[src/rtl/uart_rx.sv]
// UART receiver: 2-flop synchronised RX_IN, per-frame latched Prescale/parity config, one-cycle result pulses.
// Optional UART_RX_MAJORITY_EN: 2-of-3 vote over samples at P/2-1, P/2, P/2+1 instead of a single P/2 sample.
module uart_rx #(
  parameter int DATA_WIDTH = 8
) (
  input  logic                  CLK,
  input  logic                  RST,
  input  logic                  RX_IN,
  input  logic [5:0]            Prescale,
  input  logic                  PAR_EN,
  input  logic                  PAR_TYP,
  output logic [DATA_WIDTH-1:0] P_DATA,
  output logic                  Data_Valid,
  output logic                  Par_Err,
  output logic                  Stp_Err
);

  localparam int BW = $clog2(DATA_WIDTH + 1);

  typedef enum logic [2:0] {IDLE, START, DATA, PARITY, STOP} state_t;

  state_t                state_q, state_d;
  logic                  sync1_q, rx_s_q;
  logic [5:0]            p_q, p_d;
  logic [5:0]            edge_q, edge_d;
  logic [BW-1:0]         bit_q, bit_d;
  logic [DATA_WIDTH-1:0] shift_q, shift_d;
  logic                  pen_q, pen_d, ptyp_q, ptyp_d;
  logic                  par_bad_q, par_bad_d;
  logic                  stop_ok_q, stop_ok_d;
  logic [DATA_WIDTH-1:0] pdata_q, pdata_d;
  logic                  dv_q, dv_d, pe_q, pe_d, se_q, se_d;

  logic [5:0] p_sel, half;
  logic       at_dec, bit_last, bit_val;

  assign p_sel    = (Prescale == 6'd16 || Prescale == 6'd32) ? Prescale : 6'd8;
  assign half     = p_q >> 1;
  assign at_dec   = (edge_q == half + 6'd1);
  assign bit_last = (edge_q == p_q - 6'd1);

  always_ff @(posedge CLK or negedge RST) begin
    if (!RST) begin
      sync1_q <= 1'b1;
      rx_s_q  <= 1'b1;
    end else begin
      sync1_q <= RX_IN;
      rx_s_q  <= sync1_q;
    end
  end

`ifdef UART_RX_MAJORITY_EN
  logic s0_q, s1_q;

  always_ff @(posedge CLK or negedge RST) begin
    if (!RST) begin
      s0_q <= 1'b1;
      s1_q <= 1'b1;
    end else begin
      if (edge_q == half - 6'd1) s0_q <= rx_s_q;
      if (edge_q == half)        s1_q <= rx_s_q;
    end
  end

  // third vote is the live sample at the decision edge
  assign bit_val = (s0_q & s1_q) | (s0_q & rx_s_q) | (s1_q & rx_s_q);
`else
  logic s1_q;

  always_ff @(posedge CLK or negedge RST) begin
    if (!RST)                  s1_q <= 1'b1;
    else if (edge_q == half)   s1_q <= rx_s_q;
  end

  assign bit_val = s1_q;
`endif

  always_ff @(posedge CLK or negedge RST) begin
    if (!RST) begin
      state_q   <= IDLE;
      p_q       <= 6'd8;
      edge_q    <= '0;
      bit_q     <= '0;
      shift_q   <= '0;
      pen_q     <= 1'b0;
      ptyp_q    <= 1'b0;
      par_bad_q <= 1'b0;
      stop_ok_q <= 1'b0;
      pdata_q   <= '0;
      dv_q      <= 1'b0;
      pe_q      <= 1'b0;
      se_q      <= 1'b0;
    end else begin
      state_q   <= state_d;
      p_q       <= p_d;
      edge_q    <= edge_d;
      bit_q     <= bit_d;
      shift_q   <= shift_d;
      pen_q     <= pen_d;
      ptyp_q    <= ptyp_d;
      par_bad_q <= par_bad_d;
      stop_ok_q <= stop_ok_d;
      pdata_q   <= pdata_d;
      dv_q      <= dv_d;
      pe_q      <= pe_d;
      se_q      <= se_d;
    end
  end

  always_comb begin
    state_d   = state_q;
    p_d       = p_q;
    edge_d    = edge_q;
    bit_d     = bit_q;
    shift_d   = shift_q;
    pen_d     = pen_q;
    ptyp_d    = ptyp_q;
    par_bad_d = par_bad_q;
    stop_ok_d = stop_ok_q;
    pdata_d   = pdata_q;
    dv_d      = 1'b0;
    pe_d      = 1'b0;
    se_d      = 1'b0;

    if (state_q != IDLE) edge_d = bit_last ? 6'd0 : edge_q + 6'd1;

    case (state_q)
      IDLE: begin
        // detection cycle is edge 0 of the start bit
        if (!rx_s_q) begin
          state_d   = START;
          edge_d    = 6'd1;
          p_d       = p_sel;
          pen_d     = PAR_EN;
          ptyp_d    = PAR_TYP;
          par_bad_d = 1'b0;
          bit_d     = '0;
        end
      end
      START: begin
        if (at_dec && bit_val) begin
          state_d = IDLE;
          edge_d  = 6'd0;
        end else if (bit_last) begin
          state_d = DATA;
        end
      end
      DATA: begin
        if (at_dec) shift_d = {bit_val, shift_q[DATA_WIDTH-1:1]};
        if (bit_last) begin
          if (bit_q == BW'(DATA_WIDTH - 1)) begin
            state_d = pen_q ? PARITY : STOP;
            bit_d   = '0;
          end else begin
            bit_d = bit_q + 1'b1;
          end
        end
      end
      PARITY: begin
        if (at_dec && (bit_val != ((^shift_q) ^ ptyp_q))) par_bad_d = 1'b1;
        if (bit_last) state_d = STOP;
      end
      STOP: begin
        if (at_dec) stop_ok_d = bit_val;
        if (bit_last) begin
          state_d = IDLE;
          if (par_bad_q)       pe_d = 1'b1;
          else if (!stop_ok_q) se_d = 1'b1;
          else begin
            dv_d    = 1'b1;
            pdata_d = shift_q;
          end
        end
      end
      default: state_d = IDLE;
    endcase
  end

  assign P_DATA     = pdata_q;
  assign Data_Valid = dv_q;
  assign Par_Err    = pe_q;
  assign Stp_Err    = se_q;

endmodule

[config.mk]
export PLATFORM = sky130hd
export DESIGN_NAME = uart_rx
export DESIGN_NICKNAME = d
export VERILOG_FILES = /design/src/rtl/uart_rx.sv
export SDC_FILE = /design/constraint.sdc
export NUM_CORES = 1
export LEC_CHECK = 0
export ABC_AREA = 1
export CAP_MARGIN = 25
export CORE_MARGIN = 2
export CORE_UTILIZATION = 45
export CTS_CLUSTER_SIZE = 28
export DETAILED_ROUTE_END_ITERATION = 8
export PLACE_DENSITY = 0.66
export RECOVER_POWER = 25
export SLEW_MARGIN = 20
export SYNTH_ARGS = -nofsm -noshare
export SYNTH_HDL_FRONTEND = slang
export SYNTH_SLANG_ARGS = --single-unit
[constraint.sdc]
create_clock -name CLK -period 3.8 [get_ports CLK]
set_input_delay 0.76 -clock CLK [delete_from_list [all_inputs] [get_ports CLK]]
set_output_delay 0.76 -clock CLK [all_outputs]
set_load 0.02 [all_outputs]
## Word level (Yosys, flattened, before mapping)

Index checks and enable logic that the tools add are counted.
W data, S select, Z words.

| storage, ports and cells | value |
|---|---|
| output and inout port bits | 11 |
| input port bits | 11 |
| word-level logic and storage cells | 89 |
| bits in registers | 45 |

| cells by class | value |
|---|---|
| reduce and logical (&&, ||, !) cells | 15 |
| $add $sub $neg | 4 |
| mux-type cells | 33 |
| eq/ne operators | 18 |
| bitwise gates (word level) | 3 |

Operators by type and width:

| kind | number |
|---|---|
| $mux W6 | 5 |
| $mux W3 | 8 |
| $pmux W3 S5 | 1 |
| $mux W1 | 13 |
| $eq A6 B6 Y1 | 2 |
| $mux W4 | 3 |
| $ne A2 B2 Y1 const B | 6 |
| $pmux W6 S2 | 1 |
| $pmux W4 S2 | 1 |
| $reduce_xor A8 Y1 | 1 |
| $add A5 B1 Y6 const B | 1 |
| $add A6 B1 Y6 const B | 1 |
| $eq A3 B2 Y1 const B | 2 |
| $eq A6 B5 Y1 | 1 |
| $eq A6 B5 Y1 const B | 1 |
| $eq A6 B6 Y1 const B | 1 |
| $reduce_and A2 Y1 | 3 |
| $reduce_and A3 Y1 | 2 |
| $reduce_and A6 Y1 | 1 |
| $sub A6 B1 Y6 const B | 1 |
| $add A4 B1 Y4 const B | 1 |
| $eq A4 B3 Y1 const B | 1 |
| $reduce_and A4 Y1 | 1 |
| $reduce_bool A2 Y1 | 2 |
| other kinds (11) | 13 |

## Depth between registers and ports, before layout

| logic depth | value |
|---|---|
| depth in word-level cells | 6 |
| depth in mapped cells | 15 |

## Least setup slack after synthesis

OpenSTA, ideal clock, no wires.

| timing path | value |
|---|---|
| kind | register -> register |
| start point | register p_q[2] |
| end point | register pdata_q[6], in the netlist P_DATA[6] |
| clock period less this slack | 1.845 ns |
| stages on the path, launching flop included | 13 |
| setup time | 0.117 ns |
| buffers on the path | 1 |
| required time | 3.683 ns |
| path slack | 1.955 ns |
| arrival | 1.727 ns |
| path through | dfrtp_1 -> inv_2 -> ha_1 -> inv_1 -> nor2_1 -> nand2_1 -> xnor2_2 -> nand3_4 -> nor2_4 -> nand3_4 -> buf_6 -> nand2_2 -> o21ai_2 |

| on the way | value |
|---|---|
| word-level cells in the longest chain between the ends | 3 |

Ends and longest elaborated chain:

| what | RTL line | text |
|---|---|---|
| start: declaration | 24 | `logic [5:0] p_q, p_d;` |
| start signal: assignment | 95 | `p_q <= p_d;` |
| $sub A6 B1 Y6 | 40 | `assign bit_last = (edge_q == p_q - 6'd1);` |
| $eq A6 B6 Y1 | 40 |  |
| $reduce_and A4 Y1 (no line) | -- |  |
| end signal: assignment | 103 | `pdata_q <= pdata_d;` |
| end: declaration | 31 | `logic [DATA_WIDTH-1:0] pdata_q, pdata_d;` |

No other way between the ends.
A chain may end at the register's enable or synchronous reset.

## Final worst setup path

| timing path | value |
|---|---|
| start point | register p_q[2] |
| end point | register pdata_q[0], in the netlist P_DATA[0] |

Same word-level chain as after synthesis.

==> flow_summary.yaml <==
power_and_ir_drop:
  p_per_area_nw_per_um2: 536
  finalPower_mw: 1.55
  power_leakage_nw: 1.36
  vdd_drop_max_uv: 316
placement:
  gp_congestion: 0.946
  hpwlAfterDp_um: 3620
  io_buffer_count: 21
worst_setup_path:
  crit_start: "p_q[2]"
  cp_data_required_time_ps: 3990
  cpLargestDelayFamily: "simple AND/OR/NAND/NOR gates"
  cp_cell_sequence: "inv_2 > ha_1 > inv_1 > nor2_1 > nand2_1 > xnor2_2 > nand3_4 > nor2_4 > nand3_4 > nand2_1 > o21ai_2"
  r2r_end: "P_DATA[0]"
  critical_path.endpoint_type: "register"
  path_class: "register to register"
  worstRegToRegCells: 11
  worstSetupEndpoint: "P_DATA[0]"
  path_max_fanout: 16
  ff2ff_setup_slack_ps: 1730
  critPathLaunchType: "register"
  cp_slowest_stage_delay_ps: 460
  crit_path_top_delay_cell: "dfrtp_1"
  path_depth: 11
  crit_buf_inv: 2
  worst_r2r_startpoint: "p_q[2]"
  cp_data_arrival_time_ps: 2260
clocking:
  cts.sinks: 45
  clock_path_buffers: 2
  cts_inserted_buffers: 5
  clockRootBuffer: "clkbuf_8"
  post_cts_resized: 0
  clock_latency_ps: 300
  cts_tree: "done"
  clk_pin_slew_ps: 80
  post_cts_buffers: 0
  h-tree-depth: 2
  cts_hold_buf: 0
global_route:
  grt_pass1_vias: 1904
  grtUsageMet2_pct: 30.2
  antenna_found_initial: 0
  grt_util_met1_pct: 21.4
  grt_pass1_wl_um: 8530
  grtUsageTotal_pct: 17.6
  grt-ovfl-total: 0
  grt_use_met3_pct: 4.14
  top_usage_layer: "met2"
  grt_max_degree: 46
run:
  maxCapViolations: 0
synth:
  synth-seq-cells: 45
  ys_warn_count: 0
  ys_seq_area_share_pct: 45.2
  ys_types: 28
  synth_mux_area_share_pct: 0
  synth-simple-area-share_pct: 29.9
  syn-num-nets: 326
  syn_inst: 310
  synth-compound-area-share_pct: 7.49
  yosys.area_share.xor_xnor_pct: 7.64
  netlist_area_um2: 2500
  synth_area_leader_cell: "dfrtp_1"
  synth_top_area_share_pct: 41.0
  synthFlopType: "dfrtp_1"
  synth-edff-count: 0
  yosysMostFrequentCell: "nand2_1"
  synthArstFlopShare_pct: 100
  synth_commonest_cells: "nand2_1, dfrtp_1, inv_1"
  synthTopCellsByArea: "dfrtp_1, nand2_1, inv_1"
  synthAdderAreaFrac_pct: 2.50
  synth_top_family_by_area: "simple AND/OR/NAND/NOR gates"
  synth_area_per_cell_um2: 8.08
floorplan:
  die_w_um: 78.6
  fp.dieH_um: 78.6
  pin_count: 22
  num_rows: 27
  start_util_pct: 46.1
  die_area_um2: 6180
  core_um2: 5440
sta:
  rsz0062_at_grt: "no"
  worst_slew_pin_slew_ps: 546
  slew_headroom_pct: 63.6
  fmax_mhz: 483
  fin_crit_ps: 2070
  setup_viol: 0
  fin_crit_sh_pct: 54.5
  fin_worst_skew_ps: 6.67
  report.final.slew_viol_count: 0
  tns_ps: 0
  final_hold_viol_count: 0
detailed_routing:
  firstDrtPassIters: 4
  vias: 1969
  wl_per_cell_um: 11.8
  drc: 0
  first_iter_violations: 104
  drt-total-wl_um: 4820
  ant_nets: 0
  via_per_inst: 4.83
layout:
  final_util_pct: 53.2
  nets: 351
  diodes: 0
  drive_above_1_share_pct: 11.6
  syn_to_final_growth_pct: 15.5
status:
  status: "complete, no violations"
worst_hold_path:
  min_path_type: "register to register"
  hold_start: "sync1_q"
## worst reg2reg max path, stage by stage, from the launching register on
cell and delay, ps:
dfrtp_1 460, inv_2 120, ha_1 140, inv_1 40, nor2_1 140, nand2_1 110
xnor2_2 210, nand3_4 170, nor2_4 150, nand3_4 220, nand2_1 150, o21ai_2 50
## layer usage
layer / part of all wire, % / vias to the layer above
met3: 4.5 / 10
li1: - / 1016
met1: 46 / 905
met5: 0 / -
met2: 48 / 38
met4: 1.9 / 0
## worst min-delay path by stage
| stage | end | slack (ps) | cells after the start |
|---|---|---|---|
| after detailed placement | rx_s_q | 350 | 0 |
| final | rx_s_q | 370 | 0 |
| after CTS | rx_s_q | 370 | 0 |
| after global placement | rx_s_q | 350 | 0 |
| after global routing | rx_s_q | 370 | 0 |
| after floorplan | rx_s_q | 350 | 0 |
## metrics by stage
stage / area (µm²) / hold WS, ps / setup WS, ps / instances
2_1_floorplan: 2500 / 345 / 1960 / 310
3_3_place_gp: 2770 / 346 / 1700 / 400
3_5_place_dp: 2770 / 353 / 1700 / 400
4_1_cts: 2890 / 366 / 1720 / 408
5_1_grt: 2890 / 375 / 1510 / 408
6_report: 2890 / 366 / 1730 / 408
## cell usage in the layout (no fill, tap or decap), types with 3 or more instances in the layout
cell type        netlist  layout
nand3_1               20      20
clkdlybuf4s50_1        0      20
o21ai_0               20      20
inv_2                  3       3
dfstp_2                4       4
xor2_1                 9       9
clkbuf_8               0       6
nor2_4                 3       3
xnor2_1               11      11
o21ai_2                8       8
nor2_2                 3       3
dfrtp_1               41      41
nand2_2                4       4
nor2_1                28      28
nand4_1                3       3
ha_1                   5       5
inv_1                 38      38
nor3_1                 3       3
nand2_1               92      92
## kinds of logic after synthesis
logic type / after synthesis
compound gates: 31
flops: 45
simple gates: 164
xor+xnor: 21
fa+ha+maj: 5
buf+inv: 44
## report_power, final
part | total [mW] | switching [mW] | internal, mW
logic | 0.529 | 0.346 | 0.182
clock network | 0.378 | 0.164 | 0.214
registers | 0.644 | 0.0937 | 0.551
## sequential cells by signal, summed over array words and instances (netlist names), 3 cells and up
signal	count
p_q	6
edge_q	6
state_q	3
P_DATA	8
bit_q	4
shift_q	8
## area by class of cell
type | instances | area [µm²]
Inverter | 41 | 154
Sequential cell | 45 | 1130
Timing Repair Buffer | 21 | 208
Clock inverter | 2 | 37.5
Multi-Input combinational cell | 221 | 1190
Fill cell | 513 | 2550
Clock buffer | 6 | 82.6
Tap cell | 72 | 90.1
Note: power is estimated with default switching activity, not from simulation.
